==> src/rtl/cpu_pkg.sv <==
// Shared RV32I decode definitions: opcode constants, immediate formats and
// the register index width used by the decode/issue stage and its models.
package cpu_pkg;

  localparam int RW = 5;

  localparam logic [6:0] OP_LUI    = 7'b0110111;
  localparam logic [6:0] OP_AUIPC  = 7'b0010111;
  localparam logic [6:0] OP_JAL    = 7'b1101111;
  localparam logic [6:0] OP_JALR   = 7'b1100111;
  localparam logic [6:0] OP_BRANCH = 7'b1100011;
  localparam logic [6:0] OP_LOAD   = 7'b0000011;
  localparam logic [6:0] OP_STORE  = 7'b0100011;
  localparam logic [6:0] OP_IMM    = 7'b0010011;
  localparam logic [6:0] OP_REG    = 7'b0110011;

  typedef enum logic [2:0] {
    FMT_R,
    FMT_I,
    FMT_S,
    FMT_B,
    FMT_U,
    FMT_J,
    FMT_NONE
  } imm_fmt_e;

endpackage

==> src/rtl/imm_gen.sv <==
// Combinational RV32I classifier: immediate format, sign-extended immediate,
// which source registers are read and whether a non-x0 rd is written.
module imm_gen
  import cpu_pkg::*;
#(
  parameter int regSize = 32
) (
  input  logic [31:0]        instr,
  output imm_fmt_e           fmt,
  output logic [regSize-1:0] imm,
  output logic               uses_rs1,
  output logic               uses_rs2,
  output logic               writes_rd
);

  logic [31:0] imm32;

  always_comb begin
    fmt       = FMT_NONE;
    uses_rs1  = 1'b0;
    uses_rs2  = 1'b0;
    writes_rd = 1'b0;
    case (instr[6:0])
      OP_LUI, OP_AUIPC: begin
        fmt       = FMT_U;
        writes_rd = 1'b1;
      end
      OP_JAL: begin
        fmt       = FMT_J;
        writes_rd = 1'b1;
      end
      OP_JALR, OP_LOAD, OP_IMM: begin
        fmt       = FMT_I;
        uses_rs1  = 1'b1;
        writes_rd = 1'b1;
      end
      OP_STORE: begin
        fmt      = FMT_S;
        uses_rs1 = 1'b1;
        uses_rs2 = 1'b1;
      end
      OP_BRANCH: begin
        fmt      = FMT_B;
        uses_rs1 = 1'b1;
        uses_rs2 = 1'b1;
      end
      OP_REG: begin
        fmt       = FMT_R;
        uses_rs1  = 1'b1;
        uses_rs2  = 1'b1;
        writes_rd = 1'b1;
      end
      default: ;
    endcase
    // Writing x0 is architecturally a no-op, so it must never occupy the scoreboard.
    if (instr[11:7] == 5'd0) writes_rd = 1'b0;
  end

  always_comb begin
    imm32 = '0;
    case (fmt)
      FMT_I:   imm32 = {{20{instr[31]}}, instr[31:20]};
      FMT_S:   imm32 = {{20{instr[31]}}, instr[31:25], instr[11:7]};
      FMT_B:   imm32 = {{19{instr[31]}}, instr[31], instr[7], instr[30:25], instr[11:8], 1'b0};
      FMT_U:   imm32 = {instr[31:12], 12'b0};
      FMT_J:   imm32 = {{11{instr[31]}}, instr[31], instr[19:12], instr[20], instr[30:21], 1'b0};
      default: imm32 = '0;
    endcase
  end

  assign imm = regSize'($signed(imm32));

endmodule

==> src/rtl/decode_issue_stage.sv <==
// Decode/issue stage: reads operands from the register file, stalls on RAW
// hazards tracked by a pending-write scoreboard and feeds the ID/EX register.
module decode_issue_stage #(
  parameter  int regNum    = 32,
  parameter  int regSize   = 32,
  parameter  int instrSize = 32,
  localparam int RW        = $clog2(regNum)
) (
  input  logic                 clk,
  input  logic                 rst,
  input  logic                 if_valid,
  input  logic [instrSize-1:0] if_instr,
  input  logic [regSize-1:0]   if_pc,
  output logic                 if_ready,
  output logic [RW-1:0]        rf_read_reg_1,
  output logic [RW-1:0]        rf_read_reg_2,
  input  logic [regSize-1:0]   rf_rd1,
  input  logic [regSize-1:0]   rf_rd2,
  input  logic                 wb_valid,
  input  logic [RW-1:0]        wb_reg,
  input  logic                 flush,
  output logic                 ex_valid,
  input  logic                 ex_ready,
  output logic [regSize-1:0]   ex_pc,
  output logic [regSize-1:0]   ex_rs1_val,
  output logic [regSize-1:0]   ex_rs2_val,
  output logic [regSize-1:0]   ex_imm,
  output logic [RW-1:0]        ex_rd,
  output logic [6:0]           ex_opcode,
  output logic [2:0]           ex_funct3,
  output logic [6:0]           ex_funct7,
  output logic                 ex_writes_rd
);
  import cpu_pkg::*;

  logic [RW-1:0]      rs1, rs2, rd;
  imm_fmt_e           dec_fmt;
  logic [regSize-1:0] dec_imm;
  logic               dec_uses_rs1, dec_uses_rs2, dec_writes_rd;
  logic [regNum-1:0]  sb, sb_next;
  logic               hazard, accept;

  assign rs1 = RW'(if_instr[19:15]);
  assign rs2 = RW'(if_instr[24:20]);
  assign rd  = RW'(if_instr[11:7]);
  assign rf_read_reg_1 = rs1;
  assign rf_read_reg_2 = rs2;

  imm_gen #(.regSize(regSize)) u_imm_gen (
    .instr     (if_instr),
    .fmt       (dec_fmt),
    .imm       (dec_imm),
    .uses_rs1  (dec_uses_rs1),
    .uses_rs2  (dec_uses_rs2),
    .writes_rd (dec_writes_rd)
  );

  always_comb begin
    if (dec_fmt == FMT_NONE) assert (!dec_uses_rs1 && !dec_uses_rs2 && !dec_writes_rd);
  end

  assign hazard = (dec_uses_rs1 && (rs1 != '0) && sb[rs1]) ||
                  (dec_uses_rs2 && (rs2 != '0) && sb[rs2]);
  assign if_ready = (!ex_valid || ex_ready) && !hazard && !flush;
  assign accept   = if_valid && if_ready;

  // Clears are applied before the set so a same-edge set of one index wins.
  always_comb begin
    sb_next = sb;
    if (wb_valid && (wb_reg != '0)) sb_next[wb_reg] = 1'b0;
    if (flush && ex_valid && !ex_ready && ex_writes_rd) sb_next[ex_rd] = 1'b0;
    if (accept && dec_writes_rd) sb_next[rd] = 1'b1;
  end

  always_ff @(posedge clk or posedge rst) begin
    if (rst) sb <= '0;
    else     sb <= sb_next;
  end

  always_ff @(posedge clk or posedge rst) begin
    if (rst) begin
      ex_valid     <= 1'b0;
      ex_pc        <= '0;
      ex_rs1_val   <= '0;
      ex_rs2_val   <= '0;
      ex_imm       <= '0;
      ex_rd        <= '0;
      ex_opcode    <= '0;
      ex_funct3    <= '0;
      ex_funct7    <= '0;
      ex_writes_rd <= 1'b0;
    end else if (flush) begin
      ex_valid <= 1'b0;
    end else if (accept) begin
      ex_valid     <= 1'b1;
      ex_pc        <= if_pc;
      ex_rs1_val   <= rf_rd1;
      ex_rs2_val   <= rf_rd2;
      ex_imm       <= dec_imm;
      ex_rd        <= rd;
      ex_opcode    <= if_instr[6:0];
      ex_funct3    <= if_instr[14:12];
      ex_funct7    <= if_instr[31:25];
      ex_writes_rd <= dec_writes_rd;
    end else if (ex_ready) begin
      ex_valid <= 1'b0;
    end
  end

endmodule

==> config.mk <==
export PLATFORM = sky130hd
export DESIGN_NAME = decode_issue_stage
export DESIGN_NICKNAME = d
export VERILOG_FILES = /design/src/rtl/cpu_pkg.sv /design/src/rtl/imm_gen.sv /design/src/rtl/decode_issue_stage.sv
export SDC_FILE = /design/constraint.sdc
export NUM_CORES = 1
export LEC_CHECK = 0
export CORE_UTILIZATION = 40
export DETAILED_ROUTE_END_ITERATION = 6
export PLACE_DENSITY = 0.85
export SLEW_MARGIN = 10
export SYNTH_ARGS = -nofsm -noshare
export SYNTH_HDL_FRONTEND = slang
export SYNTH_SLANG_ARGS = --single-unit
==> constraint.sdc <==
create_clock -name clk -period 6.3 [get_ports clk]
set_clock_uncertainty 0.05 [all_clocks]
set_input_delay 0.945 -clock clk [delete_from_list [all_inputs] [get_ports clk]]
set_output_delay 0.945 -clock clk [all_outputs]
set_load 0.05 [all_outputs]
Word-level counts from Yosys, hierarchy flattened. Cells that the tools add are included.

Bits of input ports: 139. Logic and storage cells: 93. Register bits after elaboration: 184.

Reductions and logical operators: 32. Equal/unequal tests: 14. $lt $le $gt $ge: 8. Muxes and demuxes: 22. Bitwise gates (word level): 6.

Operator list (count): $pmux W32 S5 (1); $mux W32 (3); $and A32 B32 Y32 (2); $not A32 Y32 (2); $or A32 B32 Y32 (1); $lt A5 B6 Y1 const B (5); $eq A7 B6 Y1 const B (3); $eq A7 B7 Y1 const B (3); $pmux W3 S6 (1); $demux W1 S5 (3); $ge A5 B1 Y1 const B (3); $logic_and A1 B1 Y1 (15); $reduce_bool A5 Y1 (3); $eq A7 B5 Y1 const B (2); $mux W1 (12); $bmux W1 S5 (2); $eq A7 B2 Y1 const B (1); $reduce_or A7 Y1 (1); $eq A3 B2 Y1 const B (2); $eq A3 B3 Y1 const B (2); $reduce_or A3 Y1 (2); $reduce_or A6 Y1 (1); $logic_not A5 Y1 (1); $logic_not A1 Y1 (4); 6 further kinds (7).

Longest topological paths before layout. Gate-level depths: netlist of the first run.

Word-level depth: 12. Depth in mapped cells: 10. Depth with buffers taken out: 6.

Cells and area by module. A second synthesis of the first run with hierarchy kept.

Cell total of the unflattened synthesis: 635. Area, all modules: 8803.4 µm².

By module, submodules not included: decode_issue_stage (instances 1, cells each 547, sequential area each 4604.4 µm², area an instance 8242.9 µm²); imm_gen (instances 1, cells each 88, sequential area each 0.0 µm², area an instance 560.5 µm²).

Worst setup path after synthesis of the first run. OpenSTA, ideal clock, no wires.

Path kind: in2out. Start point: input port if_instr[17]. End point: output port if_ready. Setup slack: 2.774 ns. Cell stages on the path: 6. Arrival time: 2.531 ns. Cells stage by stage: buf_2 > mux4_2 > o2bb2ai_1 > a311oi_1 > o311ai_2 > o211a_1.

Longest elaborated chain between the ends: 7. Elaborated cells on any way between the ends: 9.

RTL lines: start: declaration (line decode_issue_stage.sv:12) `input logic [instrSize-1:0] if_instr,`; $bmux W1 S5 or $reduce_bool A5 Y1 (tied branches) (line decode_issue_stage.sv:62) `assign hazard = (dec_uses_rs1 && (rs1 != '0) && sb[rs1]) ||`; $mux W1 (not written as such) or $logic_and A1 B1 Y1 (tied branches) (line decode_issue_stage.sv:62); $logic_and A1 B1 Y1 (*) (line decode_issue_stage.sv:62); $logic_or A1 B1 Y1 (*) (line decode_issue_stage.sv:62); $logic_not A1 Y1 (*) (line decode_issue_stage.sv:64) `assign if_ready = (!ex_valid || ex_ready) && !hazard && !flush;`; $logic_and A1 B1 Y1 (*) (2 in series) (line decode_issue_stage.sv:64); end: declaration (line decode_issue_stage.sv:14) `output logic if_ready,`.

Mark *: on every way between the ends. The rest lies on a longest branch, timed or not. The select of a mux whose other input is x is not followed.

Final worst setup path of the first run.
Start point: input port if_instr[21]. End point: output port if_ready.

Longest elaborated chain between the ends: 7. Elaborated cells on any way between the ends: 9.

RTL lines: $bmux W1 S5 or $reduce_bool A5 Y1 (tied branches) (line decode_issue_stage.sv:63) `(dec_uses_rs2 && (rs2 != '0) && sb[rs2]);`; $mux W1 (not written as such) or $logic_and A1 B1 Y1 (tied branches) (line decode_issue_stage.sv:63); $logic_and A1 B1 Y1 (*) (line decode_issue_stage.sv:63); $logic_or A1 B1 Y1 (*) (line decode_issue_stage.sv:62); $logic_not A1 Y1 (*) (line decode_issue_stage.sv:64); $logic_and A1 B1 Y1 (*) (2 in series) (line decode_issue_stage.sv:64).

Marks and branches as above.

==> results of run 1 <==
layer usage:
metal / vias up / part of all wire [%] / track usage [%]
met4: 0 / 3.2 / 9.13
met5: - / 0 / 0
met2: 369 / 49 / 37.0
li1: 3011 / - / -
met1: 3409 / 40 / 28.8
met3: 63 / 8.7 / 6.57
cell usage in the layout, fill, tap and decap left out, types with 3 or more instances in the layout:
master / instances
o41ai_1: 16
nor3_1: 4
nor2_1: 15
clkbuf_16: 17
mux4_2: 12
nand3b_1: 8
mux2_2: 129
dfrtp_1: 184
clkinv_4: 5
or3_1: 3
nand4_1: 5
buf_4: 3
inv_8: 6
nor3b_1: 4
clkdlybuf4s50_1: 301
a22o_1: 5
nand2b_1: 5
o21ai_0: 15
nand3_1: 18
o41ai_2: 3
mux2i_1: 34
o221ai_1: 31
inv_1: 33
a21oi_1: 28
nor2b_1: 9
nand2_1: 26
final cells by class:
type	instances	area share (%)
Sequential cell	184	37.4
Multi-Input combinational cell	398	28.8
Timing Repair Buffer	306	25.0
Clock buffer	18	3.49
Tap cell	275	2.80
Clock inverter	14	1.41
Inverter	34	1.08
critical path, cell delays in order:
cell	delay [ns]
clkdlybuf4s50_1	1.06
mux4_2	0.59
nor3_1	0.20
a2111oi_2	0.07
nor3_2	0.29
o211a_1	0.20
clkdlybuf4s50_1	0.82
metrics by stage:
step | hold WS (ns) | instance area, sq um
3_5_place_dp | 0.442 | 11700
5_1_grt | 0.465 | 12300
4_1_cts | 0.459 | 12300
2_1_floorplan | 0.407 | 8630
6_report | 0.456 | 12300
3_3_place_gp | 0.436 | 11700
cells by family after synthesis:
family | count (synthesis) | synth area share, %
AOI/OAI and AO/OA | 114 | 10.1
muxes | 175 | 23.9
DFF | 184 | 53.4
and+or+nand+nor | 109 | 6.74
buffers and inverters | 94 | 5.84
sequential cells by signal (all words and copies together), names as in the netlist:
| signal | cells |
|---|---|
| ex_imm | 32 |
| ex_pc | 32 |
| ex_funct7 | 7 |
| ex_rs2_val | 32 |
| ex_valid | 1 |
| ex_rd | 5 |
| sb | 32 |
| ex_writes_rd | 1 |
| ex_funct3 | 3 |
| ex_opcode | 7 |
| ex_rs1_val | 32 |
power by group:
group	leakage (nW)	switching, mW	internal [mW]
clock	0.296	0.520	0.574
sequential	2.30	0.0930	1.33
combinational	2.46	0.799	0.476
total	5.06	1.41	2.38
final timing paths:
| check | slack [ns] | cells after the start | endpoint |
|---|---|---|---|
| setup / recovery | 1.12 | 7 | if_ready |
| hold / removal | 0.46 | 1 | ex_rs2_val[2] |
| setup reg to reg | 3.02 | 7 | ex_rs2_val[6] |
| hold reg to reg | 0.46 | 1 | ex_rs2_val[2] |
| max in group asynchronous | 4.07 | 3 | ex_pc[28] |
| min in group asynchronous | 0.98 | 2 | ex_pc[21] |
==> results.sh, run 1 <==
export IMPL_period_needed_ns=5.18
export IMPL_cap_violations=0
export IMPL_dr_pass1_iters=5
export IMPL_synth_async_sr_flop_share_pct=100
export IMPL_first_iter_violations=598
export IMPL_ys_flop_type="dfrtp_1"
export IMPL_n_fill_cell=1679
export IMPL_synth_cells=676
export IMPL_dp_hpwl_um=17900
export IMPL_die_area_sq_um=22200
export IMPL_critPathArrivalTime_ns=4.18
export IMPL_vias=6852
export IMPL_die_h_um=149
export IMPL_vdd_drop_max_mv=0.181
export IMPL_track_usage_pct=22.9
export IMPL_finalWeightedCongestion=0.927
export IMPL_htreeDepth=4
export IMPL_fin_cells=1229
export IMPL_synth_seq_area_share_pct=53.4
export IMPL_synth_edf_count=0
export IMPL_place_inst=1197
export IMPL_fin_crit_sh_pct=82.2
export IMPL_ys_types=50
export IMPL_synthesis_nets=815
export IMPL_synthTopCellsByArea="dfrtp_1 53%, mux2_2 17%, mux2i_1 3.9%"
export IMPL_grt_pass1_wl_um=38600
export IMPL_setup_viol=0
export IMPL_fmax_mhz=193
export IMPL_tightest_slew_ns=1.11
export IMPL_num_io_pins=302
export IMPL_finalWorstSetupSlack_ns=1.12
export IMPL_fin_nets=1080
export IMPL_wl_um=24900
export IMPL_cp_max_fo=15
export IMPL_die_x_um=149
export IMPL_synth_top_area_share_pct=53.4
export IMPL_fp_row_count=53
export IMPL_wire_per_inst_um=20.2
export IMPL_clk_pin_slew_ns=0.07
export IMPL_pre_cts_ws_ns=1.16
export IMPL_layout_drive_gt1_share_pct=19.9
export IMPL_ant_nets=0
export IMPL_cp_start_kind="input pin"
export IMPL_synth_most_common_cell="dfrtp_1"
export IMPL_utilization_pct=58.3
export IMPL_multi_input_area_sq_um=3540
export IMPL_critPathLaunch="if_instr[21]"
export IMPL_total_power_mw=3.79
export IMPL_r2r_start="sb[13]"
export IMPL_cp_required_ns=5.30
export IMPL_antenna_found_initial=0
export IMPL_status="completed"
export IMPL_endpoint_kind="output pin"
export IMPL_drv_slew=0
export IMPL_ys_top_cells_by_count="184 x dfrtp_1, 129 x mux2_2, 34 x inv_1, 34 x mux2i_1, 31 x o221ai_1"
export IMPL_start_util_pct=40.9
export IMPL_grt_pass1_vias=6895
export IMPL_syn_cell_area_sq_um=8630
export IMPL_hp_class="reg -> reg"
export IMPL_clock_path_buffers=2
export IMPL_clk_latency_ns=0.43
export IMPL_vias_per_cell=5.58
export IMPL_numPortBuffers=301
export IMPL_synth_seq_cells=184
export IMPL_power_leakage_nw=5.06
export IMPL_syn_area_per_cell_sq_um=12.8
export IMPL_yosys_warnings=0
export IMPL_cts_hold_fix_buffers=0
export IMPL_hold_viol=0
export IMPL_regArea_sq_um=4600
export IMPL_numCtsBuffers=17
export IMPL_core_sq_um=21100
export IMPL_setup_worst_path_class="in -> out"
export IMPL_layout_area_overhead_vs_synth_pct=42.5
export IMPL_min_from="ex_rs2_val[2]"
export IMPL_grt_ovfl_total=0
export IMPL_yosysTopAreaCell="dfrtp_1"
export IMPL_clock_sinks=184
export IMPL_num_antenna_cells=0
export IMPL_max_slew_margin_pct=25.9
export IMPL_cts_tree="yes"
export IMPL_grt_start_max_net_pins=105
export IMPL_rsz0062_at_grt="false"
export IMPL_p_per_area_nw_per_um2=308
export IMPL_setup_tns_ns=0
export IMPL_cts_setup_buffers=0
export IMPL_cts_root_buffer="clkbuf_16"
export IMPL_drc_errors=0
export IMPL_ctsResizeCount=0
(Power assumes the default switching activity.)
==> inputs of run 2 (changes only) <==
clock period = 4.1 ns   (was 6.3 ns; I/O delays follow)
==> run 2 against run 1 <==
  * Die area did not move
  * Sequential cell count did not move
  * Cell count rose by 1.1%
  * Non-clock buffer count rose by 13
  * Critical path depth did not move
  * Hold slack improved by 0.0022 ns
  * Register-to-register slack got worse by 1.8 ns
  * Final area rose by 1.5%
  * Largest power group unchanged
==> results.sh, run 2 (synthesis gave the netlist of run 1 again) <==
export IMPL_status="completed"
export IMPL_wl_met1_um=10200
export IMPL_drc_errors=0
export IMPL_die_h_um=149
export IMPL_cts_tree="yes"
export IMPL_r2r_start="sb[2]"
export IMPL_cp_max_fo=12
export IMPL_wire_per_inst_um=20.2
export IMPL_top_layer_used="met4"
export IMPL_ant_nets=0
export IMPL_layout_commonest_cell="clkdlybuf4s50_1"
export IMPL_num_io_pins=302
export IMPL_layout_area_overhead_vs_synth_pct=44.7
export IMPL_hp_class="reg -> reg"
export IMPL_cts_hold_fix_buffers=0
export IMPL_htreeDepth=4
export IMPL_fin_nets=1093
export IMPL_total_power_mw=5.85
export IMPL_vias=6884
export IMPL_regArea_sq_um=4600
export IMPL_drv_slew=0
export IMPL_met3_length_um=2310
export IMPL_grt_ovfl_total=0
export IMPL_setup_viol=0
export IMPL_fin_crit_sh_pct=92.1
export IMPL_cts_setup_buffers=0
export IMPL_r2r_cells=8
export IMPL_n_fill_cell=1693
export IMPL_die_x_um=149
export IMPL_antenna_found_initial=0
export IMPL_cts_root_buffer="clkbuf_16"
export IMPL_layout_drive_gt1_share_pct=21.2
export IMPL_layout_common_cells="300 x clkdlybuf4s50_1, 184 x dfrtp_1, 129 x mux2_2"
export IMPL_dr_pass1_iters=5
export IMPL_vdd_drop_max_mv=0.288
export IMPL_max_slew_margin_pct=30.7
export IMPL_clock_path_buffers=2
export IMPL_p_per_area_nw_per_um2=468
export IMPL_fp_row_count=53
export IMPL_grt_pass1_vias=7094
export IMPL_dr_wl_met2_um=11800
export IMPL_utilization_pct=59.2
export IMPL_period_needed_ns=3.78
export IMPL_min_from="ex_opcode[0]"
export IMPL_vias_per_cell=5.54
export IMPL_cp_required_ns=3.43
export IMPL_track_usage_pct=23.0
export IMPL_fmax_mhz=265
export IMPL_ctsResizeCount=0
export IMPL_dp_hpwl_um=18200
export IMPL_multi_input_area_sq_um=3540
export IMPL_grt_pass1_wl_um=39100
export IMPL_r2r_slack_ns=1.26
export IMPL_core_sq_um=21100
export IMPL_clock_sinks=184
export IMPL_die_area_sq_um=22200
export IMPL_first_iter_violations=473
export IMPL_wl_um=25100
export IMPL_whs_endpoint="ex_opcode[0]"
export IMPL_grt_start_max_net_pins=78
export IMPL_finalWeightedCongestion=0.878
export IMPL_num_antenna_cells=0
export IMPL_numPortBuffers=301
export IMPL_critPathArrivalTime_ns=3.11
export IMPL_numCtsBuffers=17
export IMPL_placed_area_sq_um=11900
export IMPL_endpoint_kind="output pin"
export IMPL_holdPathStages=1
export IMPL_clk_latency_ns=0.43
export IMPL_cp_start_kind="input pin"
export IMPL_tightest_slew_ns=1.04
export IMPL_start_util_pct=40.9
export IMPL_r2r_end="sb[14]"
export IMPL_cap_violations=0
export IMPL_rsz0062_at_grt="false"
export IMPL_final_cell_area_sq_um=12500
export IMPL_hold_viol=0
export IMPL_setup_tns_ns=0
export IMPL_setup_worst_path_class="in -> out"
export IMPL_clk_pin_slew_ns=0.07
export IMPL_power_leakage_nw=5.15
[run 2: changes by cell type in the layout (fill, tap and decap cells not counted)]
cell             before  now
inv_8                 6    4
clkbuf_1              1    0
buf_12                2    9
clkbuf_8              0    1
clkinvlp_4            0    1
clkinv_8              1    4
buf_4                 3   10
bufinv_16             1    0
inv_6                 1    5
clkdlybuf4s50_1     301  300
clkinv_4              5    0
[run 2: through the flow]
step / hold slack [ns] / cells / setup slack [ns]
6_report: 0.458 / 1242 / 0.324
4_1_cts: 0.460 / 1242 / 0.406
3_3_place_gp: 0.437 / 1210 / 0.356
2_1_floorplan: 0.407 / 676 / 1.07
5_1_grt: 0.475 / 1242 / 0.272
3_5_place_dp: 0.442 / 1210 / 0.235
[run 2: layer usage]
layer  vias up  track usage (%)
met2       382             36.1
met1      3397             29.5
met5         -                0
met3        61             7.37
li1       3044                -
met4         0             8.88
[run 2: final cells by class]
cell class                      instances  area share, %
Sequential cell                       184           36.9
Multi-Input combinational cell        398           28.3
Timing Repair Buffer                  319           26.1
Clock buffer                           18           3.52
Tap cell                              275           2.76
Clock inverter                         14           1.36
Inverter                               34           1.05
[run 2: worst max path at each step]
stage | slack (ns) | cells past startpoint | from | end
floorplan | 1.07 | 1 | rst | ex_funct3[0]
global placement | 0.36 | 9 | if_instr[6] | ex_rs2_val[20]
detailed placement | 0.23 | 9 | if_instr[6] | ex_rs2_val[15]
CTS | 0.41 | 7 | if_instr[6] | if_ready
global route | 0.27 | 7 | if_instr[6] | if_ready
finish | 0.32 | 7 | if_instr[6] | if_ready
[run 2: report_power, final]
| part | total [mW] | internal (mW) | switching, mW |
|---|---|---|---|
| combinational | 1.98 | 0.749 | 1.23 |
| sequential | 2.18 | 2.05 | 0.138 |
| clock | 1.68 | 0.849 | 0.831 |
[run 2: worst max-delay path: stages]
cell	delay [ns]
clkdlybuf4s50_1	0.70
and3b_1	0.24
o211ai_1	0.25
a2111oi_0	0.60
o311ai_2	0.28
o211a_1	0.24
buf_12	0.17
==> inputs of run 3 (changes only) <==
--- a/constraint.sdc
+++ b/constraint.sdc
@@ -3,3 +3,3 @@
 set_input_delay 0.615 -clock clk [delete_from_list [all_inputs] [get_ports clk]]
 set_output_delay 0.615 -clock clk [all_outputs]
-set_load 0.05 [all_outputs]
+set_load 0.1 [all_outputs]
==> run 3 against run 2 <==
  * Utilization fell by 0.25 points
  * Via count rose by 0.31%
  * Sequential cell count unchanged
  * Non-clock buffer count rose by 1
  * Global-route usage is 0.29 points lower
  * Maximum frequency grew 1.6%
  * Hold slack worse by 0.0076 ns
  * Combinational power rose by 46%
  * Critical path type unchanged
  * Largest cell class unchanged
==> results.sh, run 3 (synthesis gave the netlist of run 1 again) <==
export IMPL_status="completed"
export IMPL_setup_viol=0
export IMPL_wire_per_inst_um=20.1
export IMPL_antenna_found_initial=1
export IMPL_layout_common_cells="290 x clkdlybuf4s50_1, 184 x dfrtp_1, 129 x mux2_2"
export IMPL_critPathArrivalTime_ns=3.05
export IMPL_endpoint_kind="output pin"
export IMPL_fp_row_count=53
export IMPL_cts_root_buffer="clkbuf_16"
export IMPL_layout_drive_gt1_share_pct=22.3
export IMPL_first_iter_violations=463
export IMPL_cap_violations=0
export IMPL_clk_pin_slew_ns=0.07
export IMPL_critPathSlowestCell="clkdlybuf4s50_1"
export IMPL_grt_start_max_net_pins=118
export IMPL_cts_setup_buffers=0
export IMPL_fmax_mhz=269
export IMPL_hold_viol=0
export IMPL_dp_hpwl_um=18000
export IMPL_core_sq_um=21100
export IMPL_dr_pass1_iters=6
export IMPL_cp_start_kind="input pin"
export IMPL_critPathTopFamily="buffers and inverters"
export IMPL_layout_commonest_cell="clkdlybuf4s50_1"
export IMPL_die_h_um=149
export IMPL_track_usage_pct=22.7
export IMPL_die_area_sq_um=22200
export IMPL_drv_slew=0
export IMPL_multi_input_area_sq_um=3540
export IMPL_htreeDepth=4
export IMPL_p_per_area_nw_per_um2=543
export IMPL_clock_sinks=184
export IMPL_period_needed_ns=3.72
export IMPL_cts_hold_fix_buffers=0
export IMPL_clk_latency_ns=0.43
export IMPL_regArea_sq_um=4600
export IMPL_cts_tree="yes"
export IMPL_tightest_slew_ns=1.12
export IMPL_num_antenna_cells=0
export IMPL_cpMostUsedCell="a21oi_1"
export IMPL_setup_worst_path_class="in -> out"
export IMPL_cp_required_ns=3.43
export IMPL_wl_um=25000
export IMPL_rsz0062_at_grt="false"
export IMPL_fin_crit_sh_pct=90.7
export IMPL_die_x_um=149
export IMPL_setup_tns_ns=0
export IMPL_num_io_pins=302
export IMPL_drc_errors=0
export IMPL_hold_slack_ns=0.451
export IMPL_critPathMaxStageDelay_ns=0.75
export IMPL_numCtsBuffers=17
export IMPL_numPortBuffers=301
export IMPL_grt_pass1_wl_um=38600
export IMPL_pre_cts_ws_ns=0.324
export IMPL_clock_path_buffers=2
export IMPL_vias=6905
export IMPL_ant_nets=0
export IMPL_n_fill_cell=1699
export IMPL_cp_cell_sequence="clkdlybuf4s50_1, buf_4, mux4_2, nor2_1, a21oi_1, a21oi_1, o211a_1, buf_12"
export IMPL_vdd_drop_max_mv=0.387
export IMPL_finalWeightedCongestion=0.871
export IMPL_grt_pass1_vias=7053
export IMPL_start_util_pct=40.9
export IMPL_finalWorstSetupSlack_ns=0.382
export IMPL_max_slew_margin_pct=24.9
export IMPL_power_leakage_nw=5.15
export IMPL_grt_ovfl_total=0
export IMPL_layout_area_overhead_vs_synth_pct=44.1
export IMPL_hp_class="reg -> reg"
export IMPL_cp_max_fo=8
export IMPL_crit_buf_inv=3
export IMPL_ctsResizeCount=0
export IMPL_fin_nets=1094
export IMPL_vias_per_cell=5.56
-- run 3: worst reg2reg max path, delay by kind of cell, from the launching register on --
kind                   cells  cell delay (ns)
AND/OR/NAND/NOR            1             0.13
buffers and inverters      2             0.48
flip-flops                 1             0.40
AO/OA/AOI/OAI              2             0.58
multiplexers               3             0.95
-- run 3: final cells by class --
type | instances | area share [%]
clock buffer | 18 | 3.53
clock inverter | 14 | 1.39
inverter | 34 | 1.06
multi-input combinational | 398 | 28.5
sequential | 184 | 37.0
tap | 275 | 2.77
timing repair buffer | 320 | 25.8
-- run 3: path summary, 6_finish.rpt --
| path | from | to | slack (ns) | cells past startpoint |
|---|---|---|---|---|
| setup / recovery | if_instr[21] | if_ready | 0.38 | 8 |
| hold / removal | sb[0] | sb[0] | 0.45 | 1 |
| setup reg to reg | sb[3] | ex_opcode[4] | 1.40 | 8 |
| hold reg to reg | sb[0] | sb[0] | 0.45 | 1 |
| max in group asynchronous | rst | ex_pc[6] | 2.63 | 3 |
| min in group asynchronous | rst | ex_opcode[2] | 0.69 | 3 |
-- run 3: power breakdown --
group / leakage (nW) / switching (mW) / internal (mW)
Sequential: 2.30 / 0.141 / 2.05
Combinational: 2.55 / 2.15 / 0.741
Clock: 0.297 / 0.825 / 0.845
-- run 3: stage by stage --
step                instance area [sq um]  utilization, %  power (mW)  instances
detailed placement                  11800            56.1        5.12       1211
global placement                    11800            56.1        5.08       1211
global route                        12400            59.0        6.98       1243
floorplan                            8630               -        4.34        676
CTS                                 12400            59.0        6.81       1243
finish                              12400            59.0        6.75       1243
-- run 3: layer usage --
| layer | global-route usage, % | share of wire [%] | vias to the layer above |
|---|---|---|---|
| li1 | - | - | 3059 |
| met1 | 29.0 | 40 | 3422 |
| met2 | 36.4 | 48 | 357 |
| met3 | 6.67 | 9.2 | 65 |
| met4 | 8.52 | 2.6 | 2 |
| met5 | 0 | 0.056 | - |
